### src/rtl/multi_edge_detector.sv
// Multi-channel edge detector: per-channel synchroniser, persistence filter and rise/fall pulser.
// Optional per-channel saturating edge counters are built when EDGE_CNT_EN is defined.
module multi_edge_detector #(
  parameter int CH          = 4,
  parameter int SYNC_STAGES = 2,
  parameter int FILTER_LEN  = 4,
  parameter int CNT_W       = 16
) (
  input  logic                clk,
  input  logic                rst_n,
  input  logic [CH-1:0]       signal_in,
  input  logic [2*CH-1:0]     edge_mode,
  output logic [CH-1:0]       pulse_out,
  output logic                any_pulse,
  output logic [CH-1:0]       level_out
`ifdef EDGE_CNT_EN
  ,
  input  logic                cnt_clr,
  output logic [CH*CNT_W-1:0] edge_cnt
`endif
);

  genvar gi;
  generate
    for (gi = 0; gi < CH; gi++) begin : g_ch
      logic w_s;
      logic r_level;
      logic r_prev;
      logic r_pulse;

      if (SYNC_STAGES == 0) begin : g_nosync
        assign w_s = signal_in[gi];
      end else begin : g_sync
        logic [SYNC_STAGES-1:0] r_sync;
        always_ff @(posedge clk or negedge rst_n) begin
          if (!rst_n) r_sync <= '0;
          else        r_sync <= (r_sync << 1) | SYNC_STAGES'(signal_in[gi]);
        end
        assign w_s = r_sync[SYNC_STAGES-1];
      end

      if (FILTER_LEN == 0) begin : g_nofilt
        always_ff @(posedge clk or negedge rst_n) begin
          if (!rst_n) r_level <= 1'b0;
          else        r_level <= w_s;
        end
      end else begin : g_filt
        localparam int FC_W = $clog2(FILTER_LEN + 1);
        logic [FC_W-1:0] r_fc;
        // r_fc counts mismatching clocks already seen; the FILTER_LEN-th one commits the new level.
        always_ff @(posedge clk or negedge rst_n) begin
          if (!rst_n) begin
            r_fc    <= '0;
            r_level <= 1'b0;
          end else if (w_s == r_level) begin
            r_fc <= '0;
          end else if (r_fc == FC_W'(FILTER_LEN - 1)) begin
            r_level <= w_s;
            r_fc    <= '0;
          end else begin
            r_fc <= r_fc + FC_W'(1);
          end
        end
      end

      always_ff @(posedge clk or negedge rst_n) begin
        if (!rst_n) begin
          r_prev  <= 1'b0;
          r_pulse <= 1'b0;
        end else begin
          r_prev  <= r_level;
          r_pulse <= (edge_mode[2*gi]   &  r_level & ~r_prev) |
                     (edge_mode[2*gi+1] & ~r_level &  r_prev);
        end
      end

      assign pulse_out[gi] = r_pulse;
      assign level_out[gi] = r_level;

`ifdef EDGE_CNT_EN
      logic [CNT_W-1:0] r_cnt;
      // Clear has priority over a coincident increment; the count sticks at all-ones.
      always_ff @(posedge clk or negedge rst_n) begin
        if (!rst_n)                                       r_cnt <= '0;
        else if (cnt_clr)                                 r_cnt <= '0;
        else if (r_pulse && (r_cnt != {CNT_W{1'b1}}))     r_cnt <= r_cnt + CNT_W'(1);
      end
      assign edge_cnt[gi*CNT_W +: CNT_W] = r_cnt;
`endif
    end
  endgenerate

  assign any_pulse = |pulse_out;

endmodule

### config.mk
export PLATFORM = sky130hd
export DESIGN_NAME = multi_edge_detector
export DESIGN_NICKNAME = d
export VERILOG_FILES = /design/src/rtl/multi_edge_detector.sv
export SDC_FILE = /design/constraint.sdc
export NUM_CORES = 1
export LEC_CHECK = 0
export ABC_AREA = 1
export CAP_MARGIN = 20
export CORE_MARGIN = 5
export CORE_UTILIZATION = 40
export CTS_CLUSTER_SIZE = 10
export DETAILED_ROUTE_END_ITERATION = 6
export PLACE_DENSITY = 0.69
export SLEW_MARGIN = 20
export SYNTH_ARGS = -nofsm -noshare
export SYNTH_HDL_FRONTEND = slang
export SYNTH_SLANG_ARGS = --single-unit
### constraint.sdc
create_clock -name clk -period 1.1 [get_ports clk]
set_input_delay 0.22 -clock clk [delete_from_list [all_inputs] [get_ports clk]]
set_output_delay 0.22 -clock clk [all_outputs]
set_load 0.005 [all_outputs]
==> impl_metrics.csv <==
group,metric,value,unit
grt,antenna_found_initial,0,
floorplanning,dieArea,4410,um^2
floorplanning,start_util,0.417,
sta,max_freq,833,MHz
setup_path,path_delay_family,"flip-flops",
placed_design,place_area,1540,um^2
placed_design,place_congestion,0.690,
grt,globalRouteOverflowTotal,0,
clock_network,cts-buffers-inserted,5,
floorplanning,die_h,66.4,um
setup_path,worstPathArrival,980,ps
pwr,ir_drop,0.764,mV
detailed_routing,drt_iter0_drc,30,
synthesis,synthAdderAreaFrac,0.0393,
sta,worst_slew_pin_slew,210,ps
clock_network,htree_levels,2,
setup_path,worst-setup-path-type,"reg -> out",
synthesis,syn_avg_cell_area,9.71,um^2
grt,grt_first_pass_wirelength,3560,um
setup_path,slowest_delay,390,ps
sta,rsz0062_at_grt,"true",
floorplanning,ios,23,
setup_path,startpoint_type,"flop",
synthesis,synth_cells,131,
sta,hold_ws,257,ps
cells_and_area,utilization,0.511,
synthesis,synth.area.top_cells,"dfrtp_1 (63%), nand2_1 (9.1%), inv_1 (5.3%)",
sta,drv_slew,0,
clock_network,cts_root_buffer,"clkbuf_4",
synthesis,synthMuxAreaShare,0,
cells_and_area,syn2layout_area_growth,22.5,%
floorplanning,die_w,66.4,um
clock_network,cts_buffer_depth,2,
sta,tns,-99.9,ps
synthesis,yosysTopAreaCellShare,0.629,
synthesis,ys_warn_count,0,
placed_design,hpwl,1490,um
synthesis,yosys_register_bits,32,
clock_network,clkLatencyLatePin,320,ps
synthesis,yosysSeqAreaShare,0.629,
cells_and_area,final_cell_area,1560,um^2
pwr,power,3.43,mW
setup_path,crit_buf_inv,1,
synthesis,synth_compound_area_frac,0.0157,
floorplanning,core_area,3050,um^2
detailed_routing,vias,846,
synthesis,yosys.area_share.xor_xnor,0,
cells_and_area,drive_gt1_frac,0.208,
detailed_routing,viasPerCell,4.17,
sta,finalCritPeriodShare,1.09,
setup_path,critPathRequiredTime,880,ps
synthesis,synth-simple-area-share,0.204,
cells_and_area,fillers,292,
synthesis,syn_nets,149,
sta,final_hold_viol_count,0,
cells_and_area,antenna_cells,0,
clock_network,cts_tree,"built",
setup_path,path_cells,"nor2_1, nand2_1, buf_2",
outcome,violations,"negative setup slack",
grt,grt_max_degree,33,
placed_design,dp_cells,194,
pwr,power_leakage,0.805,nW
detailed_routing,drc,0,
clock_network,clkSlewWorstSetupHoldPaths,90,ps
outcome,status,"finished, violations left",
grt,grt_pass1_vias,917,
sta,setup_viol,1,
detailed_routing,drt-pass1-iter-count,4,
placed_design,port_buffers,22,
cells_and_area,fin_nets,176,
clock_network,cts_sinks,32,
floorplanning,num_rows,20,
sta,setup_slack,-99.9,ps
pwr,power.density,2200,nW/um^2
cells_and_area,stdcell_count,203,
min_path,hp-class,"in -> async",
detailed_routing,drtAntennaViolNets,0,
synthesis,synth_top_family_by_area,"simple AND/OR/NAND/NOR gates",
sta,fin_skew,6.49,ps
synthesis,netlist_area,1270,um^2
sta,fin_crit,1200,ps
setup_path,crit_fanout,2,
setup_path,cp-end-kind,"primary output",
setup_path,slowest_stage,"dfrtp_1",
clock_network,cts_hold_buffers,0,
grt,grt_usage,0.113,
synthesis,synthDistinctLibCells,10,
detailed_routing,avgRoutedWirePerCell,9.75,um
synthesis,yosysTopAreaCell,"dfrtp_1",
sta,maxSlewHeadroom,0.859,
placed_design,dp_slack,-83.5,ps
detailed_routing,wirelength,1980,um
job,maxCapViolCount,0,
-- metal layers --
metal,GRT usage,up-vias,wire (um)
li1,-,440,-
met1,0.108,384,812
met2,0.185,20,1000
met3,0.0646,2,147
met4,0.0736,0,17
met5,0,-,0
-- final timing paths --
kind                                           from                  endpoint  slack (ps)  cells after the start
max in group asynchronous                     rst_n  g_ch[3].g_sync.r_sync[0]         680                      2
setup reg to reg             g_ch[0].g_filt.r_fc[0]    g_ch[0].g_filt.r_fc[0]         120                      4
hold reg to reg            g_ch[3].g_sync.r_sync[0]  g_ch[3].g_sync.r_sync[1]         350                      0
hold / removal                                rst_n            g_ch[2].r_prev         260                      2
setup / recovery                    g_ch[2].r_pulse                 any_pulse        -100                      3
min in group clk                       signal_in[2]  g_ch[2].g_sync.r_sync[0]         330                      1
-- placed cells by master (no fill, tap or decap) --
| master | Yosys | routed |
|---|---|---|
| buf_4 | 8 | 5 |
| nand2_2 | 8 | 8 |
| clkbuf_8 | 0 | 1 |
| inv_2 | 4 | 4 |
| clkbuf_2 | 0 | 1 |
| clkbuf_1 | 0 | 2 |
| clkbuf_4 | 0 | 5 |
| clkdlybuf4s50_1 | 0 | 13 |
| buf_12 | 0 | 1 |
| o21ai_0 | 4 | 4 |
| nor2_1 | 14 | 14 |
| nand3_1 | 8 | 8 |
| nand2_1 | 31 | 31 |
| inv_1 | 18 | 18 |
| ha_1 | 4 | 4 |
| dfrtp_1 | 32 | 32 |
| buf_2 | 0 | 8 |
-- logic make-up after synthesis --
| group | Yosys count |
|---|---|
| AO/OA/AOI/OAI | 4 |
| adder cells (fa/ha/maj) | 4 |
| buffers and inverters | 30 |
| flip-flops | 32 |
| AND/OR/NAND/NOR | 61 |
-- Yosys cell counts (all sizes together) --
cell type and n:
nand2 39, dfrtp 32, inv 22, nor2 14, buf 8, nand3 8
ha 4, o21ai 4
-- sequential cells by signal (all words and copies together), names as in the netlist --
register and count:
g_ch.r_level 4, g_ch.r_pulse 4, g_ch.g_sync.r_sync 8, g_ch.r_prev 4, g_ch.g_filt.r_fc 12
-- power breakdown --
part	total (mW)	switching (mW)	leakage, nW	internal, mW
logic	1.10	0.588	0.368	0.517
clock network	0.679	0.363	0.0326	0.315
registers	1.64	0.143	0.405	1.50
-- final cells by class --
cell class / count / area [um^2] / share of cell area
inverters: 22 / 82.6 / 0.0530
repair buffers: 28 / 233 / 0.149
multi-input cells: 69 / 329 / 0.211
clock buffers: 8 / 58.8 / 0.0377
well taps: 44 / 55.1 / 0.0353
flip-flops and latches: 32 / 801 / 0.514
-- repair_timing --
action / CTS / global route
buffers inserted: 0 / 1
endpoints found under the setup margin: 9 / 9
pin swaps: 2 / 0
gates resized for setup: 33 / 2
No activity file was read; power rests on OpenSTA's default activity.
